===== src/rtl/mem_wb_if.sv =====
// mem_wb_if: signal bundle between the MEM stage, the MEM/WB stage register and the
// register-file write port.
//
// master modport: MEM side. It drives the instruction fields and observes the
//                 writeback outputs.
// slave modport:  mem_wb_stage. It receives the instruction fields and drives the
//                 writeback outputs.
//
// Signals:
//   valid_i, stall_i, flush_i      MEM-side qualifiers for the instruction
//   rd_label_i, reg_write_en_i     destination register and its write intent
//   wb_sel_i, funct3_i, addr_lo_i  writeback source, load type, load byte offset
//   alu_result_i, load_data_i      ALU result and raw memory word
//   pc_plus4_i                     link value
//   valid_o, rd_label_o, rd_data_o register-file write port plus the WB valid flag
//   reg_write_en_o, misalign_o
//   instret_o                      retired-instruction count (WB_INSTRET_EN only)
//
// Optional feature macro: WB_INSTRET_EN adds instret_o.
interface mem_wb_if;
  logic        valid_i;
  logic        stall_i;
  logic        flush_i;
  logic [4:0]  rd_label_i;
  logic        reg_write_en_i;
  logic [1:0]  wb_sel_i;
  logic [2:0]  funct3_i;
  logic [1:0]  addr_lo_i;
  logic [31:0] alu_result_i;
  logic [31:0] load_data_i;
  logic [31:0] pc_plus4_i;

  logic        valid_o;
  logic [4:0]  rd_label_o;
  logic [31:0] rd_data_o;
  logic        reg_write_en_o;
  logic        misalign_o;
`ifdef WB_INSTRET_EN
  logic [63:0] instret_o;
`endif

  modport master (
    output valid_i, stall_i, flush_i, rd_label_i, reg_write_en_i, wb_sel_i, funct3_i,
           addr_lo_i, alu_result_i, load_data_i, pc_plus4_i,
`ifdef WB_INSTRET_EN
    input  instret_o,
`endif
    input  valid_o, rd_label_o, rd_data_o, reg_write_en_o, misalign_o
  );

  modport slave (
    input  valid_i, stall_i, flush_i, rd_label_i, reg_write_en_i, wb_sel_i, funct3_i,
           addr_lo_i, alu_result_i, load_data_i, pc_plus4_i,
`ifdef WB_INSTRET_EN
    output instret_o,
`endif
    output valid_o, rd_label_o, rd_data_o, reg_write_en_o, misalign_o
  );
endinterface


===== src/rtl/mem_wb_stage.sv =====
// mem_wb_stage: memory/writeback pipeline register.
//
// Registers the MEM-stage result and selects the writeback value: ALU result,
// formatted load data or PC+4. Sub-word loads are sign- or zero-extended.
// Misaligned halfword/word loads are flagged: they still occupy the WB slot
// (valid_o = 1) but write nothing and carry zero data. Writes to x0 are
// suppressed here as well as in the register file.
//
// Ports:
//   clk_i  stage clock; the stage register updates on the rising edge
//   rst_i  asynchronous, active-high reset
//   bus    mem_wb_if.slave; MEM-stage inputs and register-file write port outputs
//
// Optional feature macro: WB_INSTRET_EN adds a 64-bit retired-instruction counter
// on bus.instret_o. It counts every capture, misaligned loads included.
module mem_wb_stage #(
  parameter int unsigned XLEN = 32  // only 32 is supported
) (
  input  logic     clk_i,
  input  logic     rst_i,
  mem_wb_if.slave  bus
);

  localparam logic [1:0] WbAlu  = 2'b00;
  localparam logic [1:0] WbLoad = 2'b01;
  localparam logic [1:0] WbPc4  = 2'b10;

  localparam logic [2:0] F3Lb  = 3'b000;
  localparam logic [2:0] F3Lh  = 3'b001;
  localparam logic [2:0] F3Lw  = 3'b010;
  localparam logic [2:0] F3Lbu = 3'b100;
  localparam logic [2:0] F3Lhu = 3'b101;

  // Stage state.
  logic            valid_q, valid_d;
  logic [4:0]      rd_label_q, rd_label_d;
  logic [XLEN-1:0] rd_data_q, rd_data_d;
  logic            we_q, we_d;
  logic            misalign_q, misalign_d;

  // Decode.
  logic            capture;
  logic            is_load;
  logic            misaligned;
  logic [7:0]      load_byte;
  logic [15:0]     load_half;
  logic [XLEN-1:0] load_fmt;
  logic [XLEN-1:0] wb_data;

  // Flush wins over stall, stall wins over valid; any of them yields a bubble.
  assign capture = bus.valid_i & ~bus.stall_i & ~bus.flush_i;
  assign is_load = (bus.wb_sel_i == WbLoad);

  // Byte and halfword lanes out of the word-aligned memory read.
  always_comb begin
    load_byte = bus.load_data_i[7:0];
    unique case (bus.addr_lo_i)
      2'd0: load_byte = bus.load_data_i[7:0];
      2'd1: load_byte = bus.load_data_i[15:8];
      2'd2: load_byte = bus.load_data_i[23:16];
      2'd3: load_byte = bus.load_data_i[31:24];
      default: load_byte = bus.load_data_i[7:0];
    endcase
  end

  assign load_half = bus.addr_lo_i[1] ? bus.load_data_i[31:16] : bus.load_data_i[15:0];

  // Reserved load encodings (011, 110, 111) produce zero but still write.
  always_comb begin
    load_fmt = '0;
    case (bus.funct3_i)
      F3Lb:    load_fmt = {{(XLEN-8){load_byte[7]}}, load_byte};
      F3Lh:    load_fmt = {{(XLEN-16){load_half[15]}}, load_half};
      F3Lw:    load_fmt = bus.load_data_i;
      F3Lbu:   load_fmt = {{(XLEN-8){1'b0}}, load_byte};
      F3Lhu:   load_fmt = {{(XLEN-16){1'b0}}, load_half};
      default: load_fmt = '0;
    endcase
  end

  // Only load results can be misaligned; byte loads never are.
  always_comb begin
    misaligned = 1'b0;
    if (is_load) begin
      case (bus.funct3_i)
        F3Lh, F3Lhu: misaligned = bus.addr_lo_i[0];
        F3Lw:        misaligned = (bus.addr_lo_i != 2'b00);
        default:     misaligned = 1'b0;
      endcase
    end
  end

  // Writeback source; the reserved select 11 behaves as ALU.
  always_comb begin
    wb_data = bus.alu_result_i;
    case (bus.wb_sel_i)
      WbAlu:   wb_data = bus.alu_result_i;
      WbLoad:  wb_data = misaligned ? '0 : load_fmt;
      WbPc4:   wb_data = bus.pc_plus4_i;
      default: wb_data = bus.alu_result_i;
    endcase
  end

  // Next state. A bubble clears the qualifiers but keeps the last label/data so
  // the write-port address and data lines do not toggle needlessly.
  always_comb begin
    valid_d    = 1'b0;
    rd_label_d = rd_label_q;
    rd_data_d  = rd_data_q;
    we_d       = 1'b0;
    misalign_d = 1'b0;
    if (capture) begin
      valid_d    = 1'b1;
      rd_label_d = bus.rd_label_i;
      rd_data_d  = wb_data;
      we_d       = bus.reg_write_en_i & (bus.rd_label_i != 5'd0) & ~misaligned;
      misalign_d = misaligned;
    end
  end

  always_ff @(posedge clk_i or posedge rst_i) begin
    if (rst_i) begin
      valid_q    <= 1'b0;
      rd_label_q <= 5'd0;
      rd_data_q  <= '0;
      we_q       <= 1'b0;
      misalign_q <= 1'b0;
    end else begin
      valid_q    <= valid_d;
      rd_label_q <= rd_label_d;
      rd_data_q  <= rd_data_d;
      we_q       <= we_d;
      misalign_q <= misalign_d;
    end
  end

  assign bus.valid_o        = valid_q;
  assign bus.rd_label_o     = rd_label_q;
  assign bus.rd_data_o      = rd_data_q;
  assign bus.reg_write_en_o = we_q;
  assign bus.misalign_o     = misalign_q;

`ifdef WB_INSTRET_EN
  // Free-running 64-bit count of captures; wraps naturally at 2^64.
  logic [63:0] instret_q, instret_d;

  always_comb begin
    instret_d = instret_q;
    if (capture) begin
      instret_d = instret_q + 64'd1;
    end
  end

  always_ff @(posedge clk_i or posedge rst_i) begin
    if (rst_i) begin
      instret_q <= 64'd0;
    end else begin
      instret_q <= instret_d;
    end
  end

  assign bus.instret_o = instret_q;
`endif

endmodule


===== src/flat_wrapper.sv =====
// flat-port wrapper written by rule: the top's interface ports become plain ports
module mem_wb_stage_flat 
#(
  parameter int unsigned XLEN = 32                         
)
  (clk_i, rst_i, bus_valid_i, bus_stall_i, bus_flush_i, bus_rd_label_i, bus_reg_write_en_i, bus_wb_sel_i, bus_funct3_i, bus_addr_lo_i, bus_alu_result_i, bus_load_data_i, bus_pc_plus4_i, bus_valid_o, bus_rd_label_o, bus_rd_data_o, bus_reg_write_en_o, bus_misalign_o);
  mem_wb_if bus_i ();
  input  logic clk_i;
  input  logic rst_i;
  input wire logic [$bits(bus_i.valid_i)-1:0] bus_valid_i;
  input wire logic [$bits(bus_i.stall_i)-1:0] bus_stall_i;
  input wire logic [$bits(bus_i.flush_i)-1:0] bus_flush_i;
  input wire logic [$bits(bus_i.rd_label_i)-1:0] bus_rd_label_i;
  input wire logic [$bits(bus_i.reg_write_en_i)-1:0] bus_reg_write_en_i;
  input wire logic [$bits(bus_i.wb_sel_i)-1:0] bus_wb_sel_i;
  input wire logic [$bits(bus_i.funct3_i)-1:0] bus_funct3_i;
  input wire logic [$bits(bus_i.addr_lo_i)-1:0] bus_addr_lo_i;
  input wire logic [$bits(bus_i.alu_result_i)-1:0] bus_alu_result_i;
  input wire logic [$bits(bus_i.load_data_i)-1:0] bus_load_data_i;
  input wire logic [$bits(bus_i.pc_plus4_i)-1:0] bus_pc_plus4_i;
  output wire logic [$bits(bus_i.valid_o)-1:0] bus_valid_o;
  output wire logic [$bits(bus_i.rd_label_o)-1:0] bus_rd_label_o;
  output wire logic [$bits(bus_i.rd_data_o)-1:0] bus_rd_data_o;
  output wire logic [$bits(bus_i.reg_write_en_o)-1:0] bus_reg_write_en_o;
  output wire logic [$bits(bus_i.misalign_o)-1:0] bus_misalign_o;
  assign bus_i.valid_i = bus_valid_i;
  assign bus_i.stall_i = bus_stall_i;
  assign bus_i.flush_i = bus_flush_i;
  assign bus_i.rd_label_i = bus_rd_label_i;
  assign bus_i.reg_write_en_i = bus_reg_write_en_i;
  assign bus_i.wb_sel_i = bus_wb_sel_i;
  assign bus_i.funct3_i = bus_funct3_i;
  assign bus_i.addr_lo_i = bus_addr_lo_i;
  assign bus_i.alu_result_i = bus_alu_result_i;
  assign bus_i.load_data_i = bus_load_data_i;
  assign bus_i.pc_plus4_i = bus_pc_plus4_i;
  assign bus_valid_o = bus_i.valid_o;
  assign bus_rd_label_o = bus_i.rd_label_o;
  assign bus_rd_data_o = bus_i.rd_data_o;
  assign bus_reg_write_en_o = bus_i.reg_write_en_o;
  assign bus_misalign_o = bus_i.misalign_o;
  mem_wb_stage #(.XLEN(XLEN)) u_core (.clk_i(clk_i), .rst_i(rst_i), .bus(bus_i));
endmodule

===== config.mk =====
export PLATFORM = sky130hd
export DESIGN_NAME = mem_wb_stage_flat
export DESIGN_NICKNAME = d
export VERILOG_FILES = /design/src/rtl/mem_wb_if.sv /design/src/rtl/mem_wb_stage.sv /design/src/flat_wrapper.sv
export SDC_FILE = /design/constraint.sdc
export NUM_CORES = 1
export LEC_CHECK = 0
export CAP_MARGIN = 30
export CORE_MARGIN = 4
export CORE_UTILIZATION = 42
export CTS_CLUSTER_DIAMETER = 40
export DETAILED_ROUTE_END_ITERATION = 10
export PLACE_DENSITY = 0.87
export SLEW_MARGIN = 10
export SYNTH_ARGS = -nofsm -noshare
export SYNTH_HDL_FRONTEND = slang
export SYNTH_SLANG_ARGS = --single-unit

===== constraint.sdc =====
create_clock -name clk_i -period 2.55 [get_ports clk_i]
set_clock_uncertainty 0.1 [all_clocks]
set_input_delay 0.51 -clock clk_i [delete_from_list [all_inputs] [get_ports clk_i]]
set_output_delay 0.51 -clock clk_i [all_outputs]
set_load 0.01 [all_outputs]

**Word-level counts from Yosys, hierarchy flattened**

Index checks and enable logic that the tools add are counted.

- Register bits after elaboration: 40
- Word-level logic and storage cells: 36
- Input port bits: 114

- Mux-type cells: 10
- Eq/ne operators: 9
- Reduce and logical (&&, ||, !) cells: 5
- Bitwise operators: 7

Operator list:

| operator | count |
|---|---|
| 32-bit case mux with 5 select lines | 1 |
| 32-bit case mux with 2 select lines | 1 |
| 32-bit 2-to-1 mux | 1 |
| 8-bit case mux with 4 select lines | 1 |
| 16-bit 2-to-1 mux | 1 |
| 2-bit equality test, second input constant | 3 |
| 3-bit equality test, second input constant | 2 |
| 5-bit nonzero test | 1 |
| 1-bit AND | 4 |
| 2-bit by 1-bit equality test with 1-bit output, second input constant | 2 |
| 1-bit 2-to-1 mux | 4 |
| 3-bit by 1-bit equality test with 1-bit output, second input constant | 1 |
| 3-bit by 2-bit equality test with 1-bit output, second input constant | 1 |
| 3-bit logical NOT | 1 |
| 1-bit NOT | 3 |
| 2-bit logical NOT | 1 |
| 1-bit case mux with 2 select lines | 1 |
| 2-bit nonzero test | 1 |
| 2-bit OR reduction | 1 |

**Depth between registers and ports, before layout**

- Depth in word-level cells: 7
- Depth in mapped cells: 8

**Worst setup path after synthesis**

Ideal clock, no wire load.

- Path type: input-to-reg
- Start: input bus_wb_sel_i[0]
- End: register u_core.rd_data_q[1], in the netlist u_core.bus.rd_data_o[1]
- Cell stages on the path: 8
- Setup slack: 0.552 ns
- Arrival: 1.770 ns
- Data required time: 2.322 ns
- Path through: inv_1 -> ha_1 -> clkbuf_1 -> nor2b_1 -> clkbuf_1 -> a221o_1 -> o21ai_0 -> o31ai_1

- Cells in the longest elaborated chain, start to end: 4
- Elaborated cells on any way between the ends: 5

Ends and longest elaborated chain:

| element | RTL line | source |
|---|---|---|
| start: declaration | flat_wrapper.sv:15 | `input wire logic [$bits(bus_i.wb_sel_i)-1:0] bus_wb_sel_i;` |
| 2-bit by 1-bit equality test with 1-bit output | mem_wb_stage.sv:52, mem_wb_stage.sv:96 |  |
| 1-bit 2-to-1 mux | mem_wb_stage.sv:84 | `if (is_load) begin` |
| 32-bit 2-to-1 mux | mem_wb_stage.sv:98 | `WbLoad: wb_data = misaligned ? '0 : load_fmt;` |
| 32-bit case mux with 2 select lines (*) | mem_wb_stage.sv:96 | `case (bus.wb_sel_i)` |
| end signal: assignment | mem_wb_stage.sv:131 | `rd_data_q <= rd_data_d;` |
| end: declaration | mem_wb_stage.sv:37 | `logic [XLEN-1:0] rd_data_q, rd_data_d;` |

Every way passes the cells marked *; elsewhere a longest branch is shown, timed or not.
A chain may end at the register's enable or synchronous reset.

**Worst setup path after layout**

- Start: input bus_funct3_i[0]
- End: register u_core.rd_data_q[11], in the netlist u_core.bus.rd_data_o[11]

- Cells in the longest elaborated chain, start to end: 6
- Elaborated cells on any way between the ends: 11

Ends and longest elaborated chain:

| element | RTL line | source |
|---|---|---|
| start: declaration | flat_wrapper.sv:16 | `input wire logic [$bits(bus_i.funct3_i)-1:0] bus_funct3_i;` |
| 3-bit by 1-bit equality test with 1-bit output / 3-bit equality test (equally long branches) | mem_wb_stage.sv:71, mem_wb_stage.sv:85 |  |
| 2-bit OR reduction | mem_wb_stage.sv:85 | `case (bus.funct3_i)` |
| 1-bit case mux with 2 select lines | mem_wb_stage.sv:85 |  |
| 1-bit 2-to-1 mux | mem_wb_stage.sv:84 |  |
| 32-bit 2-to-1 mux (*) | mem_wb_stage.sv:98 |  |
| 32-bit case mux with 2 select lines (*) | mem_wb_stage.sv:96 |  |

Marked as above.

==> impl_metrics.ini <==
[placement]
gpl.final_weighted_congestion = 0.925
dp.final_hpwl_um = 8620
numPortBuffers = 153

[global_routing]
grt_util_all_layers = 0.278
overflow = 0
antenna_found_initial = 0
grt_pass1_vias = 3476
grt_pass1_wl_um = 17000
grt_start_max_net_pins = 41

[setup_path]
critical_path.slowest_cell = sky130_fd_sc_hd__clkdlybuf4s50_1
timing.setup.critical_path_class = in -> reg
kind_of_cell_with_the_highest_combined_delay_on_the_critical_path = buffers and inverters
worstSetupStartpointType = input port
worst-endpoint-arrival_ns = 2.31
timing.critical_path.cells = clkdlybuf4s50_1 -> buf_4 -> nor2b_1 -> nor2b_1 -> a211oi_1 -> o32ai_1
worst_path_most_repeated_cell = sky130_fd_sc_hd__nor2b_1
slowest_delay_ns = 0.59
register_to_register_path_setup_slack_ns = 1.62
worst-path-buf-inv = 2
crit_required_ns = 2.65
critical_path_fanout_max = 9
critPathCaptureType = flop

[finish]
design.final.nets = 593
syn_to_final_growth_pct = 66.4
multi_input_area_um2 = 1560
n_antenna_cell = 0
post_route_cells_drive_above_1_share = 0.0941
final-seq-area_um2 = 1000
nFillCells = 500

[worst_hold_path]
holdCritPathClass = reg -> reg

[logic_synthesis]
synth_top_flop_cell = sky130_fd_sc_hd__dfrtp_1
netlist.top_cell.by_area = sky130_fd_sc_hd__dfrtp_1
synth_sequential_area_ratio = 0.368
netlist.area_leader.share = 0.368
ys_types = 46
synth_nets = 435
synth_warnings = 0
syn-cell-area_um2 = 2720
syn-mean-instance-area_um2 = 8.52
synth_area_leaders = sky130_fd_sc_hd__dfrtp_1, sky130_fd_sc_hd__a221oi_1, sky130_fd_sc_hd__nor2_1
postSynthRegisterBits = 40
gate_count_after_technology_mapping = 319
postSynth.asyncResetShare = 1.00
number_of_synthesized_flops_with_an_enable_pin = 0

[floorplan]
floorplan.initialDensity = 0.430
ioPinCount = 154
core_area_um2 = 6310
die_height_um = 88.4
number_of_rows_in_the_core_area = 29
die_width_um = 88.4
die_area_um2 = 7820

[routing]
routed_wirelength_normalized_by_instance_count_um = 19.6
vias_per_cell = 6.23
finalWirelength_um = 10900
detailedRoute.firstIterationViolations = 314
via_count_of_the_routed_design = 3457
drc = 0
drt.antenna.violating_nets = 0
first_pass_iters = 5

[power_and_ir_drop]
internal_power_w = 0.00154
power_w = 0.00222
vdd_drop_max_mv = 0.288
power_switching_w = 0.000684
clock_power_share = 0.239
powerDensity_nw_per_um2 = 491
cellLeakagePower_nw = 1.76
switching_portion_of_total_power = 0.308
seqPwrFrac = 0.365
power.combinational.fraction = 0.395

[clock_tree]
tritoncts = built
holdBufCountCts = 0
cts_repair_resize_count = 0
cts_root_buf = sky130_fd_sc_hd__clkbuf_8
ctsLongestPathBuffers = 2
post_cts.repair.setup_buffers = 0
clock_sink_count = 40
numCtsBuffers = 5
clk_pin_slew_ns = 0.08
h_tree_depth = 2
source_to_sink_clock_delay_at_the_later_pin_of_the_worst_skew_pair_ns = 0.30

[sta]
worst_slew_pin_slew_ns = 0.834
fin_crit_sh = 0.867
grt_setup_unrepaired = false
timing.slew.headroom = 0.444
finalSetupViolCount = 0
maxSlewViolCount = 0
totalNegativeSetupSlack_ns = 0
clock.fmax_mhz = 452
hold_viol_final = 0
finalWorstPathRequiredPeriod_ns = 2.21

[job]
maxCapViolations = 0

[run_status]
outcome = completed
-- final cells by class --
class,count,share of cell area
Timing Repair Buffer,180,0.384
Multi-Input combinational cell,243,0.344
Sequential cell,40,0.221
Tap cell,77,0.0213
Clock buffer,6,0.0161
Clock inverter,2,0.00775
Inverter,7,0.00581
-- cell usage after synthesis (3+ instances only) --
master                      n
sky130_fd_sc_hd__nor2b_1    9
sky130_fd_sc_hd__a221o_1    6
sky130_fd_sc_hd__inv_1      7
sky130_fd_sc_hd__nor2_1    43
sky130_fd_sc_hd__dfrtp_1   40
sky130_fd_sc_hd__o21ai_0   24
sky130_fd_sc_hd__o22ai_1   16
sky130_fd_sc_hd__buf_2      4
sky130_fd_sc_hd__a21oi_1   27
sky130_fd_sc_hd__mux2i_1    7
sky130_fd_sc_hd__clkbuf_1  21
sky130_fd_sc_hd__o32ai_1    9
sky130_fd_sc_hd__a221oi_1  27
sky130_fd_sc_hd__nand2_1   19
sky130_fd_sc_hd__a211oi_1   7
sky130_fd_sc_hd__o31ai_1    6
sky130_fd_sc_hd__o21a_1     6
sky130_fd_sc_hd__or3_1      3
-- cells by family after synthesis --
family | Yosys count | share of synthesized area
AOI/OAI and AO/OA | 143 | 0.373
and+or+nand+nor | 89 | 0.155
DFF | 40 | 0.368
buffers and inverters | 36 | 0.0599
muxes | 9 | 0.0341
adders and majority gates | 2 | 0.00921
-- metal layers --
metal / share of wire / up-vias / wire length [um] / GRT usage
li1: - / 1549 / - / -
met4: 0.032 / 0 / 353 / 0.106
met3: 0.12 / 41 / 1350 / 0.0754
met1: 0.37 / 1597 / 4020 / 0.348
met5: 0 / - / 0 / 0
met2: 0.47 / 270 / 5160 / 0.459
-- state kept, by name, indices dropped and copies added (netlist names) --
signal and count:
u_core.bus.valid_o 1, u_core.bus.rd_label_o 5, u_core.bus.reg_write_en_o 1, u_core.bus.misalign_o 1, u_core.bus.rd_data_o 32
-- tightest hold or removal path, stage by stage (launching register included) --
cell,delay (ns)
sky130_fd_sc_hd__dfrtp_1,0.35
sky130_fd_sc_hd__nand2_1,0.05
sky130_fd_sc_hd__nand2_1,0.06
-- through the flow --
stage                     area [um2]   util  hold slack (ns)  setup slack [ns]  std cells
after global routing            4520  0.716            0.419             0.159        555
after global placement          4410  0.699            0.359            0.0968        547
final                           4520  0.716            0.388             0.339        555
after CTS                       4520  0.716            0.390             0.380        555
after detailed placement        4410  0.699            0.367            0.0477        547
after floorplan                 2720      -            0.414             0.552        319
-- cell usage in the layout (no fill, tap or decap), types with 2 or more instances in the layout --
cell type	count
sky130_fd_sc_hd__or4_1	2
sky130_fd_sc_hd__nand2b_1	2
sky130_fd_sc_hd__a211oi_1	7
sky130_fd_sc_hd__nor3_1	2
sky130_fd_sc_hd__clkdlybuf4s50_1	153
sky130_fd_sc_hd__mux2i_1	7
sky130_fd_sc_hd__o21a_1	6
sky130_fd_sc_hd__nor2_1	43
sky130_fd_sc_hd__mux2_2	2
sky130_fd_sc_hd__a21oi_1	27
sky130_fd_sc_hd__and3_1	2
sky130_fd_sc_hd__a221o_1	6
sky130_fd_sc_hd__o21ai_0	24
sky130_fd_sc_hd__a221oi_1	27
sky130_fd_sc_hd__nor2b_1	8
sky130_fd_sc_hd__ha_1	2
sky130_fd_sc_hd__o32ai_1	9
sky130_fd_sc_hd__clkbuf_8	5
sky130_fd_sc_hd__nand2_1	19
sky130_fd_sc_hd__o22ai_1	16
sky130_fd_sc_hd__o211ai_1	2
sky130_fd_sc_hd__a21o_1	2
sky130_fd_sc_hd__buf_4	27
sky130_fd_sc_hd__o31ai_1	6
sky130_fd_sc_hd__or3_1	3
sky130_fd_sc_hd__inv_1	6
sky130_fd_sc_hd__dfrtp_1	40
-- worst paths after layout --
| path | endpoint | start | cells past startpoint |
|---|---|---|---|
| max | u_core.bus.rd_data_o[11] | bus_funct3_i[0] | 6 |
| min | u_core.bus.rd_label_o[1] | u_core.bus.rd_label_o[1] | 2 |
| max reg2reg | u_core.bus.rd_data_o[14] | u_core.bus.rd_data_o[14] | 2 |
| min reg2reg | u_core.bus.rd_label_o[1] | u_core.bus.rd_label_o[1] | 2 |
| max in group asynchronous | u_core.bus.rd_data_o[4] | rst_i | 2 |
| min in group asynchronous | u_core.bus.rd_data_o[21] | rst_i | 2 |
-- power by group through the flow --
| stage | logic [W] | registers [W] | clock network, W |
|---|---|---|---|
| after floorplan | 0.000285 | 0.000865 | 0 |
| after global placement | 0.000849 | 0.000820 | 0 |
| after detailed placement | 0.000872 | 0.000819 | 0 |
| after CTS | 0.000875 | 0.000810 | 0.000530 |
| after global routing | 0.000939 | 0.000824 | 0.000557 |
| final | 0.000877 | 0.000811 | 0.000532 |
Power figures use the tool's default switching activity.
